**src/rtl/uart_rx_oversampled_pkg.sv**
```systemverilog
// Shared definitions for the UART receive engine: state encoding, default
// frame geometry and the build-time feature switches.
// Optional feature macro: UART_RX_PARITY_EN (even parity bit between data and stop).

`ifndef CLOCK_RATE
`define CLOCK_RATE 100000000
`endif
`ifndef BAUD_RATE
`define BAUD_RATE 115200
`endif
// Uncomment to add an even-parity bit to every received frame.
// `define UART_RX_PARITY_EN

package uart_rx_oversampled_pkg;

  localparam int unsigned DEFAULT_DATA_BITS  = 8;
  localparam int unsigned DEFAULT_OVERSAMPLE = 16;

  typedef enum logic [2:0] {
    IDLE   = 3'd0,
    START  = 3'd1,
    DATA   = 3'd2,
    PARITY = 3'd3,
    STOP   = 3'd4,
    BREAK  = 3'd5
  } rxState_t;

endpackage

```
**src/rtl/uart_sync2.sv**
```systemverilog
// Two-flop synchronizer for an asynchronous single-bit input; both flops
// reset to RESET_VALUE so an idle line never looks like an edge.

module uart_sync2 #(
  parameter logic RESET_VALUE = 1'b1
) (
  input  logic clk,
  input  logic reset,
  input  logic d,
  output logic q
);

  logic meta;

  // Shift the async input through two flops
  always_ff @(posedge clk or posedge reset) begin
    if (reset) begin
      meta <= RESET_VALUE;
      q    <= RESET_VALUE;
    end else begin
      meta <= d;
      q    <= meta;
    end
  end

endmodule

```
**src/rtl/uart_rx_oversampled.sv**
```systemverilog
// 16x-oversampled UART receiver. Recovers DATA_BITS-N-1 frames (LSB first)
// from rx, emitting one-clk data_valid / framing_error / parity_error strobes.
// Optional feature macro: UART_RX_PARITY_EN (adds an even-parity bit).

module uart_rx_oversampled
  import uart_rx_oversampled_pkg::*;
#(
  parameter int unsigned DATA_BITS  = DEFAULT_DATA_BITS,
  parameter int unsigned OVERSAMPLE = DEFAULT_OVERSAMPLE
) (
  input  logic                 clk,
  input  logic                 reset,
  input  logic                 rx_tick,
  input  logic                 rx,
  output logic [DATA_BITS-1:0] data_out,
  output logic                 data_valid,
  output logic                 framing_error,
  output logic                 parity_error,
  output logic                 busy
);

  localparam int unsigned TICK_W = $clog2(OVERSAMPLE);
  localparam int unsigned BIT_W  = $clog2(DATA_BITS + 1);

  localparam logic [TICK_W-1:0] HALF_LAST = TICK_W'(OVERSAMPLE / 2 - 1);
  localparam logic [TICK_W-1:0] FULL_LAST = TICK_W'(OVERSAMPLE - 1);
  localparam logic [BIT_W-1:0]  BIT_LAST  = BIT_W'(DATA_BITS - 1);

  rxState_t             state, stateNext;
  logic [TICK_W-1:0]    tickCnt, tickCntNext;
  logic [BIT_W-1:0]     bitCnt, bitCntNext;
  logic [DATA_BITS-1:0] shiftReg, shiftNext;
  logic [DATA_BITS-1:0] dataNext;
  logic                 validNext, framingNext;
  logic                 rxS;

  uart_sync2 #(.RESET_VALUE(1'b1)) rxSync (
    .clk   (clk),
    .reset (reset),
    .d     (rx),
    .q     (rxS)
  );

`ifdef UART_RX_PARITY_EN
  logic parityBad, parityBadNext, parityNext;
`else
  assign parity_error = 1'b0;
`endif

  // State, counters, shift register and output strobes
  always_ff @(posedge clk or posedge reset) begin
    if (reset) begin
      state         <= IDLE;
      tickCnt       <= '0;
      bitCnt        <= '0;
      shiftReg      <= '0;
      data_out      <= '0;
      data_valid    <= 1'b0;
      framing_error <= 1'b0;
`ifdef UART_RX_PARITY_EN
      parityBad     <= 1'b0;
      parity_error  <= 1'b0;
`endif
    end else begin
      state         <= stateNext;
      tickCnt       <= tickCntNext;
      bitCnt        <= bitCntNext;
      shiftReg      <= shiftNext;
      data_out      <= dataNext;
      data_valid    <= validNext;
      framing_error <= framingNext;
`ifdef UART_RX_PARITY_EN
      parityBad     <= parityBadNext;
      parity_error  <= parityNext;
`endif
    end
  end

  // Next-state and strobe decode; everything advances only on rx_tick
  always_comb begin
    stateNext   = state;
    tickCntNext = tickCnt;
    bitCntNext  = bitCnt;
    shiftNext   = shiftReg;
    dataNext    = data_out;
    validNext   = 1'b0;
    framingNext = 1'b0;
`ifdef UART_RX_PARITY_EN
    parityBadNext = parityBad;
    parityNext    = 1'b0;
`endif
    if (rx_tick) begin
      case (state)
        IDLE: begin
          if (!rxS) begin
            stateNext   = START;
            tickCntNext = '0;
          end
        end
        START: begin
          if (tickCnt == HALF_LAST) begin
            tickCntNext = '0;
            bitCntNext  = '0;
            stateNext   = rxS ? IDLE : DATA;
`ifdef UART_RX_PARITY_EN
            parityBadNext = 1'b0;
`endif
          end else begin
            tickCntNext = tickCnt + 1'b1;
          end
        end
        DATA: begin
          if (tickCnt == FULL_LAST) begin
            shiftNext   = {rxS, shiftReg[DATA_BITS-1:1]};
            tickCntNext = '0;
            bitCntNext  = bitCnt + 1'b1;
            if (bitCnt == BIT_LAST) begin
`ifdef UART_RX_PARITY_EN
              stateNext = PARITY;
`else
              stateNext = STOP;
`endif
            end
          end else begin
            tickCntNext = tickCnt + 1'b1;
          end
        end
`ifdef UART_RX_PARITY_EN
        PARITY: begin
          if (tickCnt == FULL_LAST) begin
            parityBadNext = (^shiftReg) ^ rxS;
            tickCntNext   = '0;
            stateNext     = STOP;
          end else begin
            tickCntNext = tickCnt + 1'b1;
          end
        end
`endif
        STOP: begin
          if (tickCnt == FULL_LAST) begin
            tickCntNext = '0;
            if (rxS) begin
              dataNext  = shiftReg;
              validNext = 1'b1;
              stateNext = IDLE;
`ifdef UART_RX_PARITY_EN
              parityNext = parityBad;
`endif
            end else begin
              framingNext = 1'b1;
              stateNext   = BREAK;
            end
          end else begin
            tickCntNext = tickCnt + 1'b1;
          end
        end
        BREAK: begin
          if (rxS) stateNext = IDLE;
        end
        default: stateNext = IDLE;
      endcase
    end
  end

  assign busy = (state != IDLE);

endmodule

```
**config.mk**
```make
export PLATFORM = sky130hd
export DESIGN_NAME = uart_rx_oversampled
export DESIGN_NICKNAME = d
export VERILOG_FILES = /design/src/rtl/uart_rx_oversampled_pkg.sv /design/src/rtl/uart_sync2.sv /design/src/rtl/uart_rx_oversampled.sv
export SDC_FILE = /design/constraint.sdc
export NUM_CORES = 1
export LEC_CHECK = 0
export BUFFER_PORTS_ARGS = -buffer_cell sky130_fd_sc_hd__buf_2
export CAP_MARGIN = 20
export CORE_UTILIZATION = 55
export DETAILED_ROUTE_END_ITERATION = 16
export HOLD_SLACK_MARGIN = 0.06
export PLACE_DENSITY = 0.84
export SKIP_CTS_REPAIR_TIMING = 1
export SYNTH_ARGS = -nofsm -noshare
export SYNTH_HDL_FRONTEND = slang
export SYNTH_SLANG_ARGS = --single-unit
```
**constraint.sdc**
```tcl
create_clock -name clk -period 4.5 [get_ports clk]
set_input_delay 0.225 -clock clk [delete_from_list [all_inputs] [get_ports clk]]
set_output_delay 0.225 -clock clk [all_outputs]
set_load 0.02 [all_outputs]
```
==> metrics.yaml, run 1 <==
cells_and_area:
  post_route_cells_drive_above_1_share_pct: 36.6
  post_layout_util_pct: 68.8
  final-seq-area_sq_um: 778
  multi_input_area_sq_um: 576
  fin_area_sq_mm: 0.00159
  final_cells: 162
  fin_nets: 139
  fillCellCount: 159
  post_synthesis_to_final_layout_area_growth_pct: 13.1
  diodes: 0
cts:
  cts_root_buf: "sky130_fd_sc_hd__clkbuf_4"
  clk_transition_reported_paths_ns: 0.10
  clock_tree.buffer_depth: 2
  cts_tree: "yes"
  numCtsBuffers: 5
  worstSkewPairLatency_ns: 0.33
  numClockSinks: 31
  cts_max_level: 2
sta:
  relative_slew_margins_pct: 43.7
  hold_ws_ns: 0.354
  fmax_mhz: 458
  hold_viol: 0
  timing_max_transition_violations_final: 0
  tightest_slew_ns: 0.841
  rsz0062_at_grt: "no"
  post-route-period-util_pct: 48.6
  setup_total_negative_slack_ns: 0
  setup_violation_total_in_the_final_timing_report: 0
  finClkSkew_ns: 0.0102
  worst_slack_ns: 2.32
  layout_min_cycle_time_ns: 2.18
floorplanning:
  die_area_sq_mm: 0.00277
  start_util_pct: 60.8
  die_height_um: 52.6
  placementRows: 17
  die_width_um: 52.6
  io-pin-count: 16
  core-area_sq_mm: 0.00232
routing:
  vias: 962
  totalWireLength_um: 2610
  route.detailed.drc: 0
  antenna_violating_nets_post_route: 0
  drt_first_iter_violations: 35
  drt_first_pass_iters: 4
  post_drt_wl_per_cell_um: 16.1
  viasPerCell: 5.94
critical_path:
  cp.required_ns: 4.72
  worst_path_largest_cell_delay_ns: 0.68
  cp_cell_sequence: "or3b_1, nor2_1, mux2_2"
  critical_path_class: "register to register"
  crit_arrival_ns: 2.40
  path_max_fanout: 12
  startpoint_type: "register"
  end_kind: "register"
  reg2reg_depth: 3
  critPathSlowestCell: "sky130_fd_sc_hd__nor2_1"
pwr:
  p_per_area_mw_per_mm2: 459
  power.leakage_nw: 0.780
  fin_total_pwr_mw: 0.731
  vdd_drop_max_uv: 335
global_routing:
  global_route.usage.total_pct: 23.4
  grt_start_max_net_pins: 25
  grt_antenna_before_repair: 0
  grt_first_pass_wirelength_um: 4370
  grt_pass1_vias: 937
  overflow: 0
placement:
  globalplace.congestion: 0.850
  dp_cells: 152
  dpl_wire_length_um: 1810
  preCtsSetupSlack_ns: 2.35
  place_area_sq_mm: 0.00151
  buffer_ports.inserted: 14
yosys:
  synth-seq-area-share_pct: 55.2
  netlist_area_sq_mm: 0.00141
  synth_largest_area_cell: "sky130_fd_sc_hd__dfrtp_1"
  commonest_cells_post_synth: "sky130_fd_sc_hd__dfrtp_1, sky130_fd_sc_hd__mux2_2"
  async_flop_share_pct: 100
  netlist_top_cells_area: "sky130_fd_sc_hd__dfrtp_1, sky130_fd_sc_hd__mux2_2, sky130_fd_sc_hd__dfstp_2, sky130_fd_sc_hd__ha_1, sky130_fd_sc_hd__o21ai_0"
  yosys.cell_count.top_type: "sky130_fd_sc_hd__dfrtp_1"
  number_of_instances_in_the_synthesized_netlist: 114
  synth_seq_cells: 31
  syn-num-nets: 120
  number_of_distinct_standard_cells_referenced_by_the_synthesized_netlist: 38
  syn-mean-instance-area_sq_um: 12.4
  synth_top_area_share_pct: 51.5
  synthesis.yosys.warnings: 0
  post_synth_edffs: 0
  ys.flop_type: "sky130_fd_sc_hd__dfrtp_1"
status:
  status: "finished clean"
min_path:
  min_path_type: "input pin to register"
  hold-path-cell-count: 4
job:
  cap_viol_max_count: 0
power breakdown:
part	internal, mW	switching, mW
registers	0.307	0.0493
logic	0.0909	0.0971
clock network	0.0918	0.0950
total	0.490	0.241
layout make-up:
class | count | area share (%)
clock buffer | 8 | 4.32
inverter | 5 | 1.18
multi-input combinational | 73 | 36.1
sequential | 31 | 48.8
tap | 28 | 2.20
timing repair buffer | 17 | 7.38
critical path, delay by kind of cell, from the launching register on:
family	cells	cell delay, ns
AND/OR/NAND/NOR	2	1.16
flip-flops	1	0.50
multiplexers	1	0.42
worst paths after layout:
path | to | start | slack [ns]
max | shiftReg[5]$_DFFE_PP0P_ | state[0]$_DFFE_PP0P_ | 2.32
min | framing_error$_DFF_PP0_ | rx_tick | 0.35
max reg2reg | shiftReg[5]$_DFFE_PP0P_ | state[0]$_DFFE_PP0P_ | 2.32
min reg2reg | rxSync.q$_DFF_PP1_ | rxSync.meta$_DFF_PP1_ | 0.36
max in group asynchronous | rxSync.meta$_DFF_PP1_ | reset | 3.54
min in group asynchronous | bitCnt[3]$_DFFE_PP0P_ | reset | 0.41
kinds of logic after synthesis:
family | count (synthesis) | share of synthesized area, %
AO/OA/AOI/OAI | 20 | 9.77
XOR/XNOR | 1 | 0.622
adder cells (fa/ha/maj) | 3 | 2.58
buffers and inverters | 10 | 3.91
flip-flops | 31 | 55.2
multiplexers | 20 | 16.3
other | 1 | 0.266
AND/OR/NAND/NOR | 28 | 11.4
routing by layer:
| layer | part of all wire [%] | global-route usage, % | vias to the layer above |
|---|---|---|---|
| met5 | 0 | 0 | - |
| met4 | 3.1 | 13.2 | 0 |
| met3 | 6.2 | 8.12 | 10 |
| met2 | 49 | 35.4 | 35 |
| met1 | 42 | 28.7 | 469 |
| li1 | - | - | 448 |
flip-flops by register name (all words and copies together) (netlist names):
register / flops
data_out: 8
shiftReg: 8
rxSync.meta: 1
tickCnt: 4
bitCnt: 4
rxSync.q: 1
framing_error: 1
data_valid: 1
state: 3
layout by cell type, fill, tap and decap left out, types with 2 or more instances in the layout:
cell	count
sky130_fd_sc_hd__buf_2	14
sky130_fd_sc_hd__mux2_2	19
sky130_fd_sc_hd__o21ai_0	5
sky130_fd_sc_hd__nor3_1	2
sky130_fd_sc_hd__dfrtp_1	29
sky130_fd_sc_hd__clkbuf_8	2
sky130_fd_sc_hd__nand4_1	2
sky130_fd_sc_hd__a21oi_1	4
sky130_fd_sc_hd__nand3_1	2
sky130_fd_sc_hd__o21ai_1	2
sky130_fd_sc_hd__nand2_1	5
sky130_fd_sc_hd__or3b_1	2
sky130_fd_sc_hd__clkbuf_4	5
sky130_fd_sc_hd__or3_1	2
sky130_fd_sc_hd__nor2_1	5
sky130_fd_sc_hd__inv_1	5
sky130_fd_sc_hd__ha_1	2
sky130_fd_sc_hd__nand3b_1	2
sky130_fd_sc_hd__dlygate4sd3_1	2
sky130_fd_sc_hd__dfstp_2	2
(Power assumes the default switching activity.)
==> inputs of run 2 (changes only) <==
- ABC_AREA: not set -> 1
- PLACE_DENSITY: 0.84 -> 0.83
- clock period: 4.5 -> 2.25 ns (I/O delays scaled with it)
==> run 2 against run 1 <==
Net effect: routed wire length up 4.3%; via count up 25%; highest routed layer unchanged; worst hold slack worse by 0.24 ns; power up 100%; clock power up 75%; largest power group unchanged; critical path depth up 5; combinational power rose to 2.5 times the previous value; critical path type unchanged.
==> metrics.yaml, run 2 <==
yosys:
  area_fraction_in_compound_gates_after_synthesis_pct: 10.2  # +0.38 points
  synth-seq-area-share_pct: 49.3  # -5.9 points
  number_of_instances_in_the_synthesized_netlist: 179  # +57%
  synth_top_family_by_area: "simple AND/OR/NAND/NOR gates"
  synth_largest_area_cell: "sky130_fd_sc_hd__dfrtp_1"
  synth_top_area_share_pct: 46.0  # -5.5 points
  synth_seq_cells: 31  # unchanged
  synthesis.yosys.warnings: 0  # unchanged
  synth_fa_ha_area_share_pct: 1.59  # -0.99 points
  number_of_distinct_standard_cells_referenced_by_the_synthesized_netlist: 28  # -26%
  ys.flop_type: "sky130_fd_sc_hd__dfrtp_1"
  synth_xor_area_share_pct: 1.11  # +0.49 points
  muxShareOfSynthArea_pct: 0  # -16 points
  syn-mean-instance-area_sq_um: 8.81  # -29%
  netlist_top_cells_area: "sky130_fd_sc_hd__dfrtp_1, sky130_fd_sc_hd__nand2_1, sky130_fd_sc_hd__o21ai_2, sky130_fd_sc_hd__inv_1, sky130_fd_sc_hd__nand3_1"
  async_flop_share_pct: 100  # unchanged
  netlist_area_sq_mm: 0.00158  # +12%
  synth-simple-area-share_pct: 30.5  # +19 points
  commonest_cells_post_synth: "sky130_fd_sc_hd__nand2_1, sky130_fd_sc_hd__dfrtp_1, sky130_fd_sc_hd__inv_1"
  syn-num-nets: 185  # +54%
  post_synth_edffs: 0  # unchanged
  yosys.cell_count.top_type: "sky130_fd_sc_hd__nand2_1"
job:
  cap_viol_max_count: 0  # unchanged
cells_and_area:
  diodes: 0  # unchanged
  most-common-layout-cells: "sky130_fd_sc_hd__nand2_1, sky130_fd_sc_hd__dfrtp_1, sky130_fd_sc_hd__inv_1"
  fillCellCount: 221  # +39%
  post_synthesis_to_final_layout_area_growth_pct: 9.67
  fin_nets: 205  # +47%
  most_frequent_standard_cell_in_the_layout_excluding_fill_and_tap_cells: "sky130_fd_sc_hd__nand2_1"
  layout_top_registers: "data_out: 8 flops, shiftReg: 8 flops"
  post_route_cells_drive_above_1_share_pct: 30.0  # -6.6 points
  fin_area_sq_mm: 0.00173  # +8.6%
critical_path:
  worst_r2r_startpoint: "tickCnt[0]$_DFFE_PP0P_"
  reg2reg_depth: 8  # +5
  path_max_fanout: 16  # +4
  r2r-end: "data_out[3]$_DFFE_PP0P_"
  worst_path_largest_cell_delay_ns: 0.42  # -0.26 ns
  path_buf_inv: 1  # +1
  critical_path_class: "register to register"
  end_kind: "register"
  cp_cell_sequence: "ha_1, nand2_2, inv_2, nand2_4, nor2_4, nand4_4, nand2_1, o21ai_2"
  ff2ff_setup_slack_ns: 0.64  # -1.68 ns
  critPathSlowestCell: "sky130_fd_sc_hd__dfrtp_1"
  crit_arrival_ns: 1.84  # -0.56 ns
  cp.required_ns: 2.48  # -2.24 ns
  startpoint_type: "register"
  crit_family: "simple AND/OR/NAND/NOR gates"
cts:
  numClockSinks: 31  # unchanged
  worstSkewPairLatency_ns: 0.34  # about the same
  cts_root_buf: "sky130_fd_sc_hd__clkbuf_4"
  numCtsBuffers: 5  # unchanged
  cts_max_level: 2  # unchanged
  clk_transition_reported_paths_ns: 0.11  # about the same
  clock_tree.buffer_depth: 2  # unchanged
  cts_tree: "yes"
floorplanning:
  placementRows: 19  # +2
  start_util_pct: 57.7  # -3.1 points
  io-pin-count: 16  # unchanged
  die_area_sq_mm: 0.00309  # +12%
  die_width_um: 55.6  # +5.6%
  die_height_um: 55.6  # +5.6%
  core-area_sq_mm: 0.00273  # +18%
routing:
  drt_first_pass_iters: 4  # unchanged
  post_drt_wl_per_cell_um: 11.8  # -27%
  drt_first_iter_violations: 44  # +26%
  route.detailed.drc: 0  # unchanged
  viasPerCell: 5.19  # -13%
  totalWireLength_um: 2730  # +4.3%
  vias: 1198  # +25%
  antenna_violating_nets_post_route: 0  # unchanged
pwr:
  p_per_area_mw_per_mm2: 856  # +87%
  vdd_drop_max_uv: 857  # +160%
  power.leakage_nw: 0.900  # +15%
  fin_total_pwr_mw: 1.48  # +100%
placement:
  buffer_ports.inserted: 14  # unchanged
  place_area_sq_mm: 0.00165  # +9.8%
  preCtsSetupSlack_ns: 0.652  # -1.70 ns
  dpl_wire_length_um: 1960  # +8.3%
  globalplace.congestion: 0.851  # +0.22%
global_routing:
  grt_start_max_net_pins: 32  # +28%
  grt_first_pass_wirelength_um: 5000  # +14%
  global_route.usage.total_pct: 21.2  # -2.2 points
  grt_pass1_vias: 1158  # +24%
  overflow: 0  # unchanged
  grt_antenna_before_repair: 0  # unchanged
min_path:
  min_path_type: "input pin to register"
  hold-path-cell-count: 3  # -1
  endpoint_with_the_worst_hold_slack: "bitCnt[0]$_DFFE_PP0P_"
  holdCritStartpoint: "rx_tick"
sta:
  setup_violation_total_in_the_final_timing_report: 0  # unchanged
  hold_ws_ns: 0.117  # -0.237 ns
  fmax_mhz: 620  # +36%
  finClkSkew_ns: 0.00894  # -0.00129 ns
  layout_min_cycle_time_ns: 1.61  # -0.572 ns
  post-route-period-util_pct: 71.7  # +23 points
  worst_slack_ns: 0.638  # -1.68 ns
  timing_max_transition_violations_final: 0  # unchanged
  hold_viol: 0  # unchanged
  rsz0062_at_grt: "no"
  setup_total_negative_slack_ns: 0  # unchanged
status:
  status: "finished clean"
[run 2: cells by family (layout without fill, tap and decap cells)]
family | count (synthesis) | after routing
AOI/OAI and AO/OA | 20 | 20
xor gates and xnor gates | 2 | 2
adders and majority gates | 2 | 2
buffers and inverters | 23 | 44
DFF | 31 | 31
other | 1 | 1
and+or+nand+nor | 100 | 100
[run 2: metrics by stage]
step / instances / utilization (%)
after global placement: 221 / 60.5
after CTS: 229 / 62.6
after detailed placement: 221 / 60.5
after floorplan: 179 / -
after global routing: 231 / 63.3
final: 231 / 63.3
[run 2: worst max-delay path by stage]
stage / startpoint / to / cells past startpoint
final: tickCnt[0]$_DFFE_PP0P_ / data_out[3]$_DFFE_PP0P_ / 8
after detailed placement: tickCnt[0]$_DFFE_PP0P_ / data_out[3]$_DFFE_PP0P_ / 8
after floorplan: tickCnt[0]$_DFFE_PP0P_ / data_out[1]$_DFFE_PP0P_ / 9
after CTS: tickCnt[0]$_DFFE_PP0P_ / data_out[3]$_DFFE_PP0P_ / 8
after global placement: tickCnt[0]$_DFFE_PP0P_ / data_out[6]$_DFFE_PP0P_ / 8
after global routing: tickCnt[0]$_DFFE_PP0P_ / data_out[3]$_DFFE_PP0P_ / 8
[run 2: metal layers]
metal | part of all wire [%] | global-route usage, % | vias to the layer above
met5 | 0 | 0 | -
met4 | 1.1 | 7.86 | 0
met3 | 3.5 | 7.03 | 3
met2 | 48 | 33.2 | 16
met1 | 47 | 27.4 | 575
li1 | - | - | 604
[run 2: where the power goes]
group	internal [mW]	switching [mW]	leakage [nW]
combinational	0.151	0.329	0.451
clock	0.119	0.209	0.0272
sequential	0.602	0.0721	0.422
[run 2: layout make-up]
cell class	count	area (sq um)	area share, %
sequential	31	778	45.0
clock buffer	5	37.5	2.17
clock inverter	3	20.0	1.16
tap	31	38.8	2.24
multi-input combinational	125	687	39.7
timing repair buffer	17	97.6	5.64
inverter	19	71.3	4.12
[run 2: worst reg2reg max path, stage by stage (launching register included)]
cell and delay, ns:
sky130_fd_sc_hd__dfrtp_1 0.42, sky130_fd_sc_hd__ha_1 0.20, sky130_fd_sc_hd__nand2_2 0.08, sky130_fd_sc_hd__inv_2 0.10, sky130_fd_sc_hd__nand2_4 0.07, sky130_fd_sc_hd__nor2_4 0.13
sky130_fd_sc_hd__nand4_4 0.26, sky130_fd_sc_hd__nand2_1 0.18, sky130_fd_sc_hd__o21ai_2 0.07
==> inputs of run 3 (changes only) <==
- clock period: 2.25 -> 1.7 ns (I/O delays scaled with it)
==> run 3 against run 2 <==
Net effect: critical path depth unchanged; worst hold slack better by 0.0034 ns; non-clock buffer count up 1; highest routed layer unchanged; core utilization up 1.8 points.
==> metrics.yaml, run 3 (synthesized netlist as in run 2, its figures left out) <==
status:
  status: "finished clean"
global_routing:
  global_route.usage.total_pct: 20.5  # -0.66 points
  grt_first_pass_wirelength_um: 4970  # -0.54%
  overflow: 0  # unchanged
  grt_pass1_vias: 1203  # +3.9%
  grt_start_max_net_pins: 32  # unchanged
  grt_antenna_before_repair: 0  # unchanged
critical_path:
  worst_path_largest_cell_delay_ns: 0.42  # about the same
  path_max_fanout: 16  # unchanged
  cp.required_ns: 1.91  # -0.57 ns
  end_kind: "register"
  worst_setup_path_startpoint: "tickCnt[0]$_DFFE_PP0P_"
  critical_path_class: "register to register"
  path_buf_inv: 1  # unchanged
  worst_r2r_startpoint: "tickCnt[0]$_DFFE_PP0P_"
  startpoint_type: "register"
  crit_arrival_ns: 1.77  # -0.07 ns
  critPathSlowestCell: "sky130_fd_sc_hd__dfrtp_1"
  cp_cell_sequence: "ha_1, nand2_2, inv_2, nand2_4, nor2_4, nand2_2, nand2_1, o21ai_2"
  ff2ff_setup_slack_ns: 0.15  # -0.49 ns
  crit_family: "simple AND/OR/NAND/NOR gates"
  critical_path_s_most_frequent_cell: "sky130_fd_sc_hd__nand2_2"
sta:
  rsz0062_at_grt: "no"
  finClkSkew_ns: 0.00752  # -0.00142 ns
  setup_violation_total_in_the_final_timing_report: 0  # unchanged
  setup_total_negative_slack_ns: 0  # unchanged
  worst_slack_ns: 0.146  # -0.492 ns
  post-route-period-util_pct: 91.4  # +20 points
  fmax_mhz: 643  # +3.7%
  timing_max_transition_violations_final: 0  # unchanged
  layout_min_cycle_time_ns: 1.55  # -0.0581 ns
  hold_viol: 0  # unchanged
placement:
  globalplace.congestion: 0.851  # about the same
  dpl_wire_length_um: 1960  # about the same
  dp_cells: 221  # unchanged
  buffer_ports.inserted: 14  # unchanged
  preCtsSetupSlack_ns: 0.124  # -0.528 ns
routing:
  route.detailed.drc: 0  # unchanged
  drt_first_iter_violations: 60  # +36%
  totalWireLength_um: 2680  # -1.5%
  drt_first_pass_iters: 4  # unchanged
  vias: 1203  # +0.42%
  post_drt_wl_per_cell_um: 11.6  # -1.9%
  viasPerCell: 5.19  # about the same
  antenna_violating_nets_post_route: 0  # unchanged
min_path:
  holdCritStartpoint: "rx_tick"
  min_path_type: "input pin to register"
cts:
  clock_tree.buffer_depth: 2  # unchanged
  numCtsBuffers: 5  # unchanged
  clk_transition_reported_paths_ns: 0.09  # -0.02 ns
  numClockSinks: 31  # unchanged
  worstSkewPairLatency_ns: 0.32  # -0.02 ns
  cts_max_level: 2  # unchanged
  cts_tree: "yes"
  cts_root_buf: "sky130_fd_sc_hd__clkbuf_4"
floorplanning:
  placementRows: 19  # unchanged
  die_height_um: 55.6  # unchanged
  core-area_sq_mm: 0.00273  # unchanged
  io-pin-count: 16  # unchanged
  die_width_um: 55.6  # unchanged
  die_area_sq_mm: 0.00309  # unchanged
  start_util_pct: 57.7  # unchanged
job:
  cap_viol_max_count: 0  # unchanged
cells_and_area:
  post_route_cells_drive_above_1_share_pct: 30.3  # +0.35 points
  most-common-layout-cells: "sky130_fd_sc_hd__nand2_1, sky130_fd_sc_hd__dfrtp_1, sky130_fd_sc_hd__inv_1"
  post_synthesis_to_final_layout_area_growth_pct: 12.8
  most_frequent_standard_cell_in_the_layout_excluding_fill_and_tap_cells: "sky130_fd_sc_hd__nand2_1"
  final_cells: 232  # +0.43%
  layout_top_registers: "data_out: 8 flops, shiftReg: 8 flops"
  post_layout_util_pct: 65.1  # +1.8 points
  fin_nets: 206  # +0.49%
  diodes: 0  # unchanged
pwr:
  power.leakage_nw: 0.932  # +3.5%
  p_per_area_mw_per_mm2: 1190  # +39%
  vdd_drop_max_uv: 1270  # +48%
## run 3: changes by cell type in the layout (fill, tap and decap cells not counted), sizes merged
| cell | previous run | this run |
|---|---|---|
| clkinvlp | 2 | 0 |
| bufinv | 0 | 1 |
| buf | 15 | 16 |
| clkbuf | 5 | 6 |
## run 3: path summary, 6_finish.rpt
check                                           to  cells after the start
max                        shiftReg[2]$_DFFE_PP0P_                      8
min                          bitCnt[1]$_DFFE_PP0P_                      3
max reg2reg                shiftReg[2]$_DFFE_PP0P_                      8
min reg2reg                     rxSync.q$_DFF_PP1_                      0
max in group asynchronous       rxSync.q$_DFF_PP1_                      4
min in group asynchronous    bitCnt[3]$_DFFE_PP0P_                      4
## run 3: where the power goes
group	internal [mW]	switching [mW]
combinational	0.200	0.429
clock	0.347	0.247
sequential	0.797	0.0948
## run 3: cell type report
cell class                 count  area, sq um
multi-input combinational    125          687
clock inverter                 2         35.0
timing repair buffer          18          118
fill                         217          955
tap                           31         38.8
inverter                      19         71.3
clock buffer                   6         51.3
sequential                    31          778
## run 3: tightest hold or removal path: cells and delay by family
| kind | cells | cell delay [ns] |
|---|---|---|
| compound gates | 1 | 0.06 |
| buf+inv | 1 | 0.13 |
| simple gates | 1 | 0.12 |
## run 3: layer usage
metal,wire [um],vias up,GRT usage [%]
met2,1340,20,34.9
met4,19,0,8.57
met1,1260,575,24.4
met5,0,-,0
met3,66,2,5.62
li1,-,606,-
## run 3: stage by stage
step | instance area [sq um] | hold WS, ns | power, mW
2_1_floorplan | 1580 | 0.0895 | 1.40
3_3_place_gp | 1650 | 0.170 | 1.49
3_5_place_dp | 1650 | 0.179 | 1.52
4_1_cts | 1740 | -0.189 | 2.13
5_1_grt | 1780 | 0.0932 | 2.27
6_report | 1780 | 0.120 | 2.11
